$ cat config.mk
export PLATFORM = sky130hd
export DESIGN_NAME = mips_mc_ctrl_param_flat
export DESIGN_NICKNAME = d
export VERILOG_FILES = /design/src/rtl/mips_mc_ctrl_param_if.sv /design/src/rtl/mips_mc_ctrl_param.sv /design/src/flat_wrapper.sv
export SDC_FILE = /design/constraint.sdc
export NUM_CORES = 1
export LEC_CHECK = 0
export ABC_AREA = 1
export CORE_MARGIN = 2
export CORE_UTILIZATION = 39
export CTS_BUF_LIST = sky130_fd_sc_hd__clkbuf_4 sky130_fd_sc_hd__clkbuf_8 sky130_fd_sc_hd__clkbuf_16
export DETAILED_ROUTE_END_ITERATION = 8
export GPL_ROUTABILITY_DRIVEN = 0
export PLACE_DENSITY = 0.76
export SYNTH_ARGS = -nofsm -noshare
export SYNTH_HDL_FRONTEND = slang
export SYNTH_SLANG_ARGS = --single-unit
$ cat constraint.sdc
create_clock -name clk -period 1.5 [get_ports clk]
set_clock_uncertainty 0.15 [all_clocks]
set_input_delay 0.375 -clock clk [delete_from_list [all_inputs] [get_ports clk]]
set_output_delay 0.375 -clock clk [all_outputs]
set_load 0.02 [all_outputs]
$ cat src/rtl/mips_mc_ctrl_param_if.sv
// Control bundle between the multicycle MIPS controller (master) and its datapath (slave).
// With MC_CTRL_ILLEGAL_EN defined the bundle also carries illegal_op.
interface mips_mc_ctrl_param_if;
  logic [5:0] op;
  logic [5:0] funct;
  logic       zero;
  logic       irwrite;
  logic       memwrite;
  logic       iord;
  logic       pcen;
  logic [1:0] pcsrc;
  logic [2:0] alucontrol;
  logic [1:0] alusrcb;
  logic       alusrca;
  logic       regwrite;
  logic       regdst;
  logic       memtoreg;
  logic       bne_sign;
  logic       zeroext;
  logic       instr_done;
  logic [3:0] state;
`ifdef MC_CTRL_ILLEGAL_EN
  logic       illegal_op;
`endif

  modport master (
`ifdef MC_CTRL_ILLEGAL_EN
    output illegal_op,
`endif
    input  op, funct, zero,
    output irwrite, memwrite, iord, pcen, pcsrc, alucontrol, alusrcb, alusrca,
    output regwrite, regdst, memtoreg, bne_sign, zeroext, instr_done, state
  );

  modport slave (
`ifdef MC_CTRL_ILLEGAL_EN
    input  illegal_op,
`endif
    output op, funct, zero,
    input  irwrite, memwrite, iord, pcen, pcsrc, alucontrol, alusrcb, alusrca,
    input  regwrite, regdst, memtoreg, bne_sign, zeroext, instr_done, state
  );
endinterface

$ cat src/rtl/mips_mc_ctrl_param.sv
// Multicycle MIPS main FSM + ALU decoder with a fixed MEM_LAT-cycle memory wait.
// Macro MC_CTRL_ILLEGAL_EN: undecoded op/funct traps in ILLEGAL and raises illegal_op.
module mips_mc_ctrl_param #(
  parameter int unsigned MEM_LAT = 1,
  parameter int unsigned CNT_W   = 4
) (
  input  logic                 clk,
  input  logic                 reset,
  mips_mc_ctrl_param_if.master bus
);

  if (MEM_LAT < 1 || MEM_LAT > 15 || (2 ** CNT_W) <= MEM_LAT) begin : g_param_chk
    $error("mips_mc_ctrl_param: MEM_LAT must be 1..15 and fit in CNT_W bits");
  end

  typedef enum logic [3:0] {
    S_FETCH   = 4'd0,
    S_DECODE  = 4'd1,
    S_MEMADR  = 4'd2,
    S_MEMRD   = 4'd3,
    S_MEMWB   = 4'd4,
    S_MEMWR   = 4'd5,
    S_RTYPEEX = 4'd6,
    S_RTYPEWB = 4'd7,
    S_BEQEX   = 4'd8,
    S_BNEEX   = 4'd9,
    S_IEX     = 4'd10,
    S_IWB     = 4'd11,
    S_JEX     = 4'd12
`ifdef MC_CTRL_ILLEGAL_EN
    , S_ILLEGAL = 4'd13
`endif
  } state_e;

  localparam logic [5:0] OP_R    = 6'b000000;
  localparam logic [5:0] OP_J    = 6'b000010;
  localparam logic [5:0] OP_BEQ  = 6'b000100;
  localparam logic [5:0] OP_BNE  = 6'b000101;
  localparam logic [5:0] OP_ADDI = 6'b001000;
  localparam logic [5:0] OP_SLTI = 6'b001010;
  localparam logic [5:0] OP_ANDI = 6'b001100;
  localparam logic [5:0] OP_ORI  = 6'b001101;
  localparam logic [5:0] OP_LW   = 6'b100011;
  localparam logic [5:0] OP_SW   = 6'b101011;

  localparam logic [2:0] ALU_ADD = 3'b010;
  localparam logic [2:0] ALU_SUB = 3'b110;
  localparam logic [2:0] ALU_AND = 3'b000;
  localparam logic [2:0] ALU_OR  = 3'b001;
  localparam logic [2:0] ALU_SLT = 3'b111;

  localparam logic [CNT_W-1:0] CNT_LAST = CNT_W'(MEM_LAT - 1);

  state_e           state_q, state_d;
  logic [CNT_W-1:0] wait_cnt_q, wait_cnt_d;
  logic             last_c;

  logic       rtype_known_c, imm_zext_c;
  logic [2:0] rtype_alu_c, imm_alu_c;

  logic       irwrite_c, memwrite_c, iord_c, pcen_c, alusrca_c;
  logic       regwrite_c, regdst_c, memtoreg_c, bne_sign_c, zeroext_c;
  logic       instr_done_c, illegal_c;
  logic [1:0] pcsrc_c, alusrcb_c;
  logic [2:0] alucontrol_c;

  always_ff @(posedge clk or negedge reset) begin
    if (!reset) begin
      state_q    <= S_FETCH;
      wait_cnt_q <= '0;
    end else begin
      state_q    <= state_d;
      wait_cnt_q <= wait_cnt_d;
    end
  end

  assign last_c = (wait_cnt_q == CNT_LAST);

  // ALU decode for R-type funct and for I-type op (IR is stable, so op is used live)
  always_comb begin
    rtype_known_c = 1'b1;
    case (bus.funct)
      6'b100000: rtype_alu_c = ALU_ADD;
      6'b100010: rtype_alu_c = ALU_SUB;
      6'b100100: rtype_alu_c = ALU_AND;
      6'b100101: rtype_alu_c = ALU_OR;
      6'b101010: rtype_alu_c = ALU_SLT;
      default: begin
        rtype_alu_c   = ALU_ADD;
        rtype_known_c = 1'b0;
      end
    endcase
    imm_zext_c = (bus.op == OP_ANDI) || (bus.op == OP_ORI);
    case (bus.op)
      OP_ANDI: imm_alu_c = ALU_AND;
      OP_ORI:  imm_alu_c = ALU_OR;
      OP_SLTI: imm_alu_c = ALU_SLT;
      default: imm_alu_c = ALU_ADD;
    endcase
  end

  always_comb begin
    state_d      = S_FETCH;
    wait_cnt_d   = '0;
    irwrite_c    = 1'b0;
    memwrite_c   = 1'b0;
    iord_c       = 1'b0;
    pcen_c       = 1'b0;
    pcsrc_c      = 2'b00;
    alucontrol_c = 3'b000;
    alusrcb_c    = 2'b00;
    alusrca_c    = 1'b0;
    regwrite_c   = 1'b0;
    regdst_c     = 1'b0;
    memtoreg_c   = 1'b0;
    bne_sign_c   = 1'b0;
    zeroext_c    = 1'b0;
    instr_done_c = 1'b0;
    illegal_c    = 1'b0;
    case (state_q)
      S_FETCH: begin
        alusrcb_c    = 2'b01;
        alucontrol_c = ALU_ADD;
        if (last_c) begin
          irwrite_c = 1'b1;
          pcen_c    = 1'b1;
          state_d   = S_DECODE;
        end else begin
          wait_cnt_d = wait_cnt_q + CNT_W'(1);
          state_d    = S_FETCH;
        end
      end
      S_DECODE: begin
        alusrcb_c    = 2'b11;
        alucontrol_c = ALU_ADD;
        case (bus.op)
          OP_LW, OP_SW:                      state_d = S_MEMADR;
          OP_R:                              state_d = S_RTYPEEX;
          OP_BEQ:                            state_d = S_BEQEX;
          OP_BNE:                            state_d = S_BNEEX;
          OP_ADDI, OP_ANDI, OP_ORI, OP_SLTI: state_d = S_IEX;
          OP_J:                              state_d = S_JEX;
`ifdef MC_CTRL_ILLEGAL_EN
          default:                           state_d = S_ILLEGAL;
`else
          default:                           state_d = S_FETCH;
`endif
        endcase
      end
      S_MEMADR: begin
        alusrca_c    = 1'b1;
        alusrcb_c    = 2'b10;
        alucontrol_c = ALU_ADD;
        state_d      = (bus.op == OP_SW) ? S_MEMWR : S_MEMRD;
      end
      S_MEMRD: begin
        iord_c = 1'b1;
        if (last_c) begin
          state_d = S_MEMWB;
        end else begin
          wait_cnt_d = wait_cnt_q + CNT_W'(1);
          state_d    = S_MEMRD;
        end
      end
      S_MEMWB: begin
        regwrite_c   = 1'b1;
        memtoreg_c   = 1'b1;
        instr_done_c = 1'b1;
      end
      S_MEMWR: begin
        iord_c = 1'b1;
        if (last_c) begin
          memwrite_c   = 1'b1;
          instr_done_c = 1'b1;
        end else begin
          wait_cnt_d = wait_cnt_q + CNT_W'(1);
          state_d    = S_MEMWR;
        end
      end
      S_RTYPEEX: begin
        alusrca_c    = 1'b1;
        alucontrol_c = rtype_alu_c;
        state_d      = S_RTYPEWB;
`ifdef MC_CTRL_ILLEGAL_EN
        if (!rtype_known_c) state_d = S_ILLEGAL;
`endif
      end
      S_RTYPEWB: begin
        regwrite_c   = 1'b1;
        regdst_c     = 1'b1;
        instr_done_c = 1'b1;
      end
      S_BEQEX, S_BNEEX: begin
        alusrca_c    = 1'b1;
        alucontrol_c = ALU_SUB;
        pcsrc_c      = 2'b01;
        bne_sign_c   = (state_q == S_BNEEX);
        pcen_c       = (state_q == S_BNEEX) ? ~bus.zero : bus.zero;
        instr_done_c = 1'b1;
      end
      S_IEX: begin
        alusrca_c    = 1'b1;
        alusrcb_c    = 2'b10;
        alucontrol_c = imm_alu_c;
        zeroext_c    = imm_zext_c;
        state_d      = S_IWB;
      end
      S_IWB: begin
        regwrite_c   = 1'b1;
        alucontrol_c = imm_alu_c;
        zeroext_c    = imm_zext_c;
        instr_done_c = 1'b1;
      end
      S_JEX: begin
        pcsrc_c      = 2'b10;
        pcen_c       = 1'b1;
        instr_done_c = 1'b1;
      end
`ifdef MC_CTRL_ILLEGAL_EN
      S_ILLEGAL: begin
        illegal_c = 1'b1;
        state_d   = S_ILLEGAL;
      end
`endif
      default: state_d = S_FETCH;
    endcase
  end

  // Strobes are masked while reset is asserted so an aborted access never writes
  assign bus.irwrite    = irwrite_c & reset;
  assign bus.memwrite   = memwrite_c & reset;
  assign bus.pcen       = pcen_c & reset;
  assign bus.regwrite   = regwrite_c & reset;
  assign bus.instr_done = instr_done_c & reset;
  assign bus.iord       = iord_c;
  assign bus.pcsrc      = pcsrc_c;
  assign bus.alucontrol = alucontrol_c;
  assign bus.alusrcb    = alusrcb_c;
  assign bus.alusrca    = alusrca_c;
  assign bus.regdst     = regdst_c;
  assign bus.memtoreg   = memtoreg_c;
  assign bus.bne_sign   = bne_sign_c;
  assign bus.zeroext    = zeroext_c;
  assign bus.state      = state_q;
`ifdef MC_CTRL_ILLEGAL_EN
  assign bus.illegal_op = illegal_c;
`endif

endmodule

$ cat src/flat_wrapper.sv
// flat-port wrapper written by rule: the top's interface ports become plain ports
module mips_mc_ctrl_param_flat 
#(
  parameter int unsigned MEM_LAT = 1,
  parameter int unsigned CNT_W   = 4
)
  (clk, reset, bus_op, bus_funct, bus_zero, bus_irwrite, bus_memwrite, bus_iord, bus_pcen, bus_pcsrc, bus_alucontrol, bus_alusrcb, bus_alusrca, bus_regwrite, bus_regdst, bus_memtoreg, bus_bne_sign, bus_zeroext, bus_instr_done, bus_state);
  mips_mc_ctrl_param_if bus_i ();
  input  logic clk;
  input  logic reset;
  input wire logic [$bits(bus_i.op)-1:0] bus_op;
  input wire logic [$bits(bus_i.funct)-1:0] bus_funct;
  input wire logic [$bits(bus_i.zero)-1:0] bus_zero;
  output wire logic [$bits(bus_i.irwrite)-1:0] bus_irwrite;
  output wire logic [$bits(bus_i.memwrite)-1:0] bus_memwrite;
  output wire logic [$bits(bus_i.iord)-1:0] bus_iord;
  output wire logic [$bits(bus_i.pcen)-1:0] bus_pcen;
  output wire logic [$bits(bus_i.pcsrc)-1:0] bus_pcsrc;
  output wire logic [$bits(bus_i.alucontrol)-1:0] bus_alucontrol;
  output wire logic [$bits(bus_i.alusrcb)-1:0] bus_alusrcb;
  output wire logic [$bits(bus_i.alusrca)-1:0] bus_alusrca;
  output wire logic [$bits(bus_i.regwrite)-1:0] bus_regwrite;
  output wire logic [$bits(bus_i.regdst)-1:0] bus_regdst;
  output wire logic [$bits(bus_i.memtoreg)-1:0] bus_memtoreg;
  output wire logic [$bits(bus_i.bne_sign)-1:0] bus_bne_sign;
  output wire logic [$bits(bus_i.zeroext)-1:0] bus_zeroext;
  output wire logic [$bits(bus_i.instr_done)-1:0] bus_instr_done;
  output wire logic [$bits(bus_i.state)-1:0] bus_state;
  assign bus_i.op = bus_op;
  assign bus_i.funct = bus_funct;
  assign bus_i.zero = bus_zero;
  assign bus_irwrite = bus_i.irwrite;
  assign bus_memwrite = bus_i.memwrite;
  assign bus_iord = bus_i.iord;
  assign bus_pcen = bus_i.pcen;
  assign bus_pcsrc = bus_i.pcsrc;
  assign bus_alucontrol = bus_i.alucontrol;
  assign bus_alusrcb = bus_i.alusrcb;
  assign bus_alusrca = bus_i.alusrca;
  assign bus_regwrite = bus_i.regwrite;
  assign bus_regdst = bus_i.regdst;
  assign bus_memtoreg = bus_i.memtoreg;
  assign bus_bne_sign = bus_i.bne_sign;
  assign bus_zeroext = bus_i.zeroext;
  assign bus_instr_done = bus_i.instr_done;
  assign bus_state = bus_i.state;
  mips_mc_ctrl_param #(.MEM_LAT(MEM_LAT), .CNT_W(CNT_W)) u_core (.clk(clk), .reset(reset), .bus(bus_i));
endmodule
==> flow_summary.json, run 1 <==
{
  "status": "did not finish",
  "lastStage": "global routing",
  "error_line": "[ERROR DPL-0033] detailed placement checks failed during check placement.",
  "io_pins": 37,
  "yosys.area.top_type_share": 0.213,
  "worst_endpoint": "bus_alucontrol[2]",
  "hold_buffers": 0,
  "grt_max_degree": 8,
  "fp-row-count": 17,
  "synth.distinct_cells": 20,
  "synth_area_per_cell_um2": 5.55,
  "clock-sinks": 8,
  "initial_utilization": 0.420,
  "netlist_area_um2": 938,
  "yosysWarnings": 0,
  "ys_ff_latch": 8,
  "worst-ep-kind": "top-level output",
  "syn_nets": 186,
  "yosys-top-cells-area": "dfrtp_1, nand2_1, inv_1",
  "io_buffers": 36,
  "die_width_um": 53.1,
  "clock-root-buffer": "clkbuf_4",
  "cts_made_buffers": 3,
  "synth_cells": 169,
  "die_height_um": 53.1,
  "seq_area_frac_synth": 0.213,
  "clockBufferDepth": 2,
  "antenna_found_initial": 0,
  "yosysTopAreaCell": "dfrtp_1",
  "place_ws_ns": -1.11,
  "h-tree-depth": 1,
  "dpl.hpwl_um": 2660
}
[Yosys cell counts, drive strengths merged]
cell type,instances
xor2,1
nand4,5
nand2,45
o21ai,7
inv,39
dfrtp,8
nor2,37
a31o,1
ha,2
nor3,1
a21oi,1
o211ai,1
nand3,21
[timing repair]
item | in CTS
gates resized for setup | 189
pin swaps | 30
setup buffers | 9
setup endpoints to repair | 26
[through the flow]
| step | area, um^2 | utilization | hold WS [ns] | setup TNS [ns] | instances |
|---|---|---|---|---|---|
| after CTS | 1940 | 0.869 | 0.0905 | -6.82 | 289 |
| after floorplan | 985 | - | -0.0706 | -1.01 | 169 |
| after global placement | 1720 | 0.771 | 0.482 | -14.09 | 277 |
| after detailed placement | 1720 | 0.771 | 0.500 | -14.77 | 277 |
[cell families after synthesis]
family                     count (synthesis)  share of synthesized area
and+or+nand+nor                          109                      0.535
xor gates and xnor gates                   1                    0.00934
AOI/OAI and AO/OA                         10                     0.0600
DFF                                        8                      0.213
adders and majority gates                  2                     0.0267
buffers and inverters                     39                      0.156
==> inputs of run 2 (changes only) <==
CORE_AREA = 2 2 63 65   (was unset)
CORE_MARGIN = unset   (was 2)
CORE_UTILIZATION = unset   (was 39)
CTS_BUF_LIST = unset   (was sky130_fd_sc_hd__clkbuf_4 sky130_fd_sc_hd__clkbuf_8 sky130_fd_sc_hd__clkbuf_16)
DIE_AREA = 0 0 65 67   (was unset)
PLACE_DENSITY = unset   (was 0.76)
PLACE_DENSITY_LB_ADDON = 0.15   (was unset)
clock period = 2 ns   (was 1.5 ns; I/O delays follow)
==> run 2 against run 1 <==
The flow now finishes, with violations (setup timing). Area after synthesis unchanged. Synthesized cell count unchanged.
==> flow_summary.json, run 2 <==
{
  "status": "finished with violations",
  "violations": "setup timing",
  "power_per_cell_area_mw_per_mm2": 835,
  "seq_area_frac_synth": 0.213,
  "reg2reg_depth": 7,
  "synth_area_per_cell_um2": 5.55,
  "critical_path.top_delay_family": "flip-flops",
  "dpl.hpwl_um": 2390,
  "io_buffers": 36,
  "num-fill-cells": 370,
  "pwr-share-seq": 0.158,
  "slew-limit-headroom": 0.782,
  "die_height_um": 67,
  "p_int_uw": 871,
  "setup_slack_ns": -0.0256,
  "clkLatencyLatePin_ns": 0.22,
  "switching_power_uw": 726,
  "min_period_ns": 2.03,
  "drt-total-wl_um": 3060,
  "p_leak_uw": 0.00110,
  "synth_edf_count": 0,
  "path_max_fanout": 7,
  "crit_cells": 8,
  "critPathMaxStageDelay_ns": 0.49,
  "slowest_stage": "dfrtp_2",
  "antenna_found_initial": 0,
  "p_sw_frac": 0.454,
  "rsz0062_at_grt": "true",
  "clock-sinks": 8,
  "post-route-period-util": 1.01,
  "synth_common_cells": "nand2_1, inv_1, nor2_1",
  "grtUsageTotal": 0.147,
  "clock-root-buffer": "clkbuf_8",
  "synth_cells": 169,
  "final_hold_viol_count": 0,
  "syn2layout_area_growth_pct": 104,
  "finalSetupViolCount": 4,
  "critPathRequiredTime_ns": 1.35,
  "yosysWarnings": 0,
  "grt_pass1_wl_um": 5200,
  "fin_nets": 280,
  "grt_pass1_vias": 1223,
  "crit_path_end_kind": "primary output",
  "yosys-top-cells-area": "dfrtp_1, nand2_1, inv_1",
  "ys_async_sr_fraction": 1.00,
  "viasPerCell": 4.26,
  "hold_path.class": "in -> async",
  "cts_made_buffers": 3,
  "cp.buffers_inverters": 3,
  "drv_cap": 0,
  "worstSetupPathType": "reg -> out",
  "drive_gt1_frac": 0.533,
  "mostFrequentLayoutCell": "buf_4",
  "final_cell_mix": "buf_4, nand2_1, inv_1, nor2_1, inv_2",
  "synth_most_common_cell": "nand2_1",
  "syn_nets": 186,
  "power_frac_clock": 0.119,
  "p_total_uw": 1600,
  "initial_utilization": 0.260,
  "startpoint_type": "flip-flop",
  "cts.clk_slew.worst_paths_ns": 0.04,
  "postPlaceCellArea_mm2": 0.00169,
  "cts_tree": "yes",
  "netlist_area_um2": 938,
  "synth.distinct_cells": 20,
  "drt_iter0_markers": 79,
  "path_cells": "inv_2, nand2_2, nor2_4, nand2_2, nand3_2, nand2_2, inv_2, buf_6",
  "die_area_mm2": 0.00436,
  "ys_ff_latch": 8,
  "yosysTopAreaCell": "dfrtp_1",
  "worst-endpoint-arrival_ns": 1.38,
  "clockBufferDepth": 2,
  "synth_flop_cell": "dfrtp_1",
  "maxSlewViolCount": 0,
  "die_width_um": 65,
  "io_pins": 37,
  "yosys.area.top_type_share": 0.213,
  "design_area_mm2": 0.00191,
  "power.share.combinational": 0.723,
  "gr-total-overflow": 0,
  "worst_pin_slew_ns": 0.327,
  "core_mm2": 0.00361,
  "num_antenna_cells": 0,
  "crit_top_cell": "nand2_2",
  "routedWlPerCell_um": 9.89,
  "ir_drop_v": 0.000382,
  "drc": 0,
  "h-tree-depth": 1,
  "firstDrtPassIters": 4,
  "fmax_mhz": 494,
  "vias": 1317,
  "fp-row-count": 22,
  "postRouteAntennaNets": 0,
  "grt_max_degree": 8
}
[run 2: cell counts after synthesis]
No cell type changed its count.
[run 2: what timing repair did]
item                                    in CTS  in global routing
endpoints found under the setup margin      22                 16
hold buffers                                 0                  0
setup buffers                                0                  9
resized for setup                          137                 59
pin swaps                                   13                 21
[run 2: area by class of cell]
class	instances	area, um^2	share of cell area
Sequential cell	8	205	0.107
Clock buffer	3	41.3	0.0216
Tap cell	48	60.1	0.0314
Timing Repair Buffer	89	708	0.370
Multi-Input combinational cell	122	751	0.393
Inverter	39	146	0.0766
[run 2: kinds of logic (layout without fill, tap and decap cells)]
group / after synthesis / after routing / synth area share
AND/OR/NAND/NOR: 109 / 109 / 0.535
buffers and inverters: 39 / 131 / 0.156
AO/OA/AOI/OAI: 10 / 10 / 0.0600
XOR/XNOR: 1 / 1 / 0.00934
adder cells (fa/ha/maj): 2 / 2 / 0.0267
flip-flops: 8 / 8 / 0.213
[run 2: worst paths after layout]
path | start | end | slack [ns]
worst min register to register | u_core.wait_cnt_q[2] | u_core.wait_cnt_q[2] | 0.52
max in group asynchronous | reset | u_core.bus.state[1] | 1.19
worst max register to register | u_core.bus.state[2] | u_core.bus.state[2] | 0.52
worst min-delay path | reset | u_core.wait_cnt_q[0] | 0.40
worst max-delay path | u_core.bus.state[2] | bus_pcen | -0.03
min in group clk | u_core.wait_cnt_q[2] | u_core.wait_cnt_q[2] | 0.52
[run 2: metal layers]
| layer | share of wire | up-vias | track usage |
|---|---|---|---|
| met5 | 0 | - | 0 |
| met1 | 0.49 | 579 | 0.204 |
| met3 | 0.050 | 0 | 0.0220 |
| met2 | 0.46 | 30 | 0.247 |
| li1 | - | 708 | - |
| met4 | 0 | 0 | 0.0160 |
[run 2: power by group through the flow]
| stage | registers [uW] | clock network, uW | logic (uW) |
|---|---|---|---|
| after global routing | 257 | 206 | 1260 |
| final | 252 | 190 | 1160 |
| after CTS | 241 | 193 | 981 |
| after floorplan | 265 | 0 | 434 |
| after global placement | 235 | 0 | 1030 |
| after detailed placement | 234 | 0 | 1030 |
[run 2: stage by stage]
| stage | hold WS, ns | instances | setup slack, ns | utilization | setup TNS, ns |
|---|---|---|---|---|---|
| 6_report | 0.401 | 309 | -0.0256 | 0.530 | -0.0686 |
| 3_5_place_dp | 0.488 | 297 | -0.788 | 0.468 | -7.77 |
| 5_1_grt | 0.434 | 309 | -0.117 | 0.530 | -0.696 |
| 4_1_cts | 0.355 | 300 | -0.0469 | 0.481 | -0.0801 |
| 2_1_floorplan | 0.0544 | 169 | 0.0304 | - | 0 |
| 3_3_place_gp | 0.486 | 297 | -0.767 | 0.468 | -7.86 |
(Power assumes the default switching activity.)
==> inputs of run 3 (changes only) <==
TNS_END_PERCENT = 100   (was unset)
==> results of run 3 <==
Same layout as run 2: the final DEF is identical, and so are final timing and power.
==> inputs of run 4 (changes only) <==
TNS_END_PERCENT = 1   (was 100)
==> run 4 against run 3 <==
The flow still finishes with violations (setup timing). Total power fell by 3.9%. Worst hold slack got worse by 0.044 ns. Register-to-register slack got worse by 0.06 ns. Fmax fell by 1.4%. Global-route usage barely moved. Worst setup slack got worse by 0.029 ns. Sequential power barely moved. Count of clock-buffer cells in the layout did not move. Clock power barely moved. Core utilization fell by 2.1 points. Via count fell by 3.0%. Flip-flop and latch count did not move. Critical endpoint is now bus_alucontrol[2].
==> flow_summary.json, run 4 (synthesis results as in run 2) <==
{
  "critPathRequiredTime_ns": 1.35,
  "drc": 0,
  "fmax_mhz": 487,
  "post-route-period-util": 1.03,
  "utilization": 0.509,
  "clkLatencyLatePin_ns": 0.23,
  "finalSetupViolCount": 3,
  "use_met1": 0.204,
  "worst_pin_slew_ns": 0.278,
  "drv_cap": 0,
  "die_area_mm2": 0.00436,
  "die_width_um": 65,
  "clock-root-buffer": "clkbuf_8",
  "grt_pass1_wl_um": 5210,
  "routedWlPerCell_um": 9.77,
  "status": "finished with violations",
  "cts_tree": "yes",
  "power_per_cell_area_mw_per_mm2": 835,
  "use_met3": 0.0236,
  "hold_path.class": "in -> async",
  "io_buffers": 36,
  "p_leak_uw": 0.00108,
  "path_max_fanout": 7,
  "violations": "setup timing",
  "crit_path_end_kind": "primary output",
  "worst-endpoint-arrival_ns": 1.40,
  "ir_drop_v": 0.000314,
  "syn2layout_area_growth_pct": 95.7,
  "fin_nets": 275,
  "dpl.hpwl_um": 2390,
  "rsz0062_at_grt": "true",
  "slew-limit-headroom": 0.815,
  "fp-row-count": 22,
  "vias": 1277,
  "final_cell_mix": "buf_4, nand2_1, inv_1",
  "grt-busiest-layer": "met2",
  "clockBufferDepth": 2,
  "viasPerCell": 4.20,
  "cts.clk_slew.worst_paths_ns": 0.04,
  "gr-total-overflow": 0,
  "drt-total-wl_um": 2970,
  "critical_path.top_delay_family": "flip-flops",
  "antenna_found_initial": 0,
  "cts_made_buffers": 3,
  "io_pins": 37,
  "num_antenna_cells": 0,
  "grt_max_degree": 8,
  "critPathMaxStageDelay_ns": 0.48,
  "grtUsageTotal": 0.147,
  "die_height_um": 67,
  "drt_iter0_markers": 66,
  "drive_gt1_frac": 0.477,
  "postRouteAntennaNets": 0,
  "min_period_ns": 2.05,
  "place_ws_ns": -0.788,
  "startpoint_type": "flip-flop",
  "maxSlewViolCount": 0,
  "slowest_stage": "dfrtp_2",
  "setup_slack_ns": -0.0549,
  "clock-sinks": 8,
  "worstSetupPathType": "reg -> out",
  "h-tree-depth": 1,
  "grt_pass1_vias": 1225,
  "path_cells": "buf_6, nand2_4, nor2_4, nand4_1, o211ai_1, buf_4",
  "firstDrtPassIters": 4,
  "use_met2": 0.247,
  "initial_utilization": 0.260,
  "hold_buffers": 0,
  "mostFrequentLayoutCell": "buf_4",
  "final_hold_viol_count": 0,
  "cp.buffers_inverters": 2,
  "core_mm2": 0.00361,
  "p_total_uw": 1530
}
## run 4: what timing repair did
item	4_1_cts	5_1_grt
buffers inserted	0	4
resized for setup	123	48
pin swaps	12	8
cloned	0	0
setup endpoints to repair	22	17
## run 4: through the flow
| step | TNS, ns | std cells | hold slack [ns] | cell area (um^2) |
|---|---|---|---|---|
| after floorplan | 0 | 169 | 0.0544 | 938 |
| after detailed placement | -7.77 | 297 | 0.488 | 1690 |
| final | -0.0929 | 304 | 0.356 | 1840 |
| after CTS | -0.323 | 300 | 0.367 | 1730 |
| after global placement | -7.86 | 297 | 0.486 | 1690 |
| after global routing | -0.704 | 304 | 0.390 | 1840 |
## run 4: worst paths after layout
kind	end	from	depth (start not counted)	slack, ns
worst min-delay path	u_core.wait_cnt_q[0]	reset	2	0.36
max in group asynchronous	u_core.bus.state[1]	reset	2	1.23
worst max register to register	u_core.bus.state[1]	u_core.bus.state[2]	8	0.46
worst max-delay path	bus_alucontrol[2]	u_core.bus.state[2]	6	-0.05
min in group clk	u_core.wait_cnt_q[2]	u_core.wait_cnt_q[2]	4	0.52
worst min register to register	u_core.wait_cnt_q[2]	u_core.wait_cnt_q[2]	4	0.52
## run 4: final cells by class
type	count	area (um^2)
Tap cell	48	60.1
Clock buffer	3	41.3
Sequential cell	8	205
Inverter	39	146
Timing Repair Buffer	84	662
Multi-Input combinational cell	122	722
Fill cell	386	1770
## run 4: per-layer routing
layer / vias to the layer above / share of wire
li1: 699 / -
met3: 2 / 0.057
met1: 541 / 0.49
met2: 35 / 0.44
met5: - / 0
met4: 0 / 0.0064
## run 4: power breakdown
group / switching, uW / internal, uW
Sequential: 58.5 / 192
Combinational: 574 / 519
Clock: 60.6 / 130
Total: 693 / 841
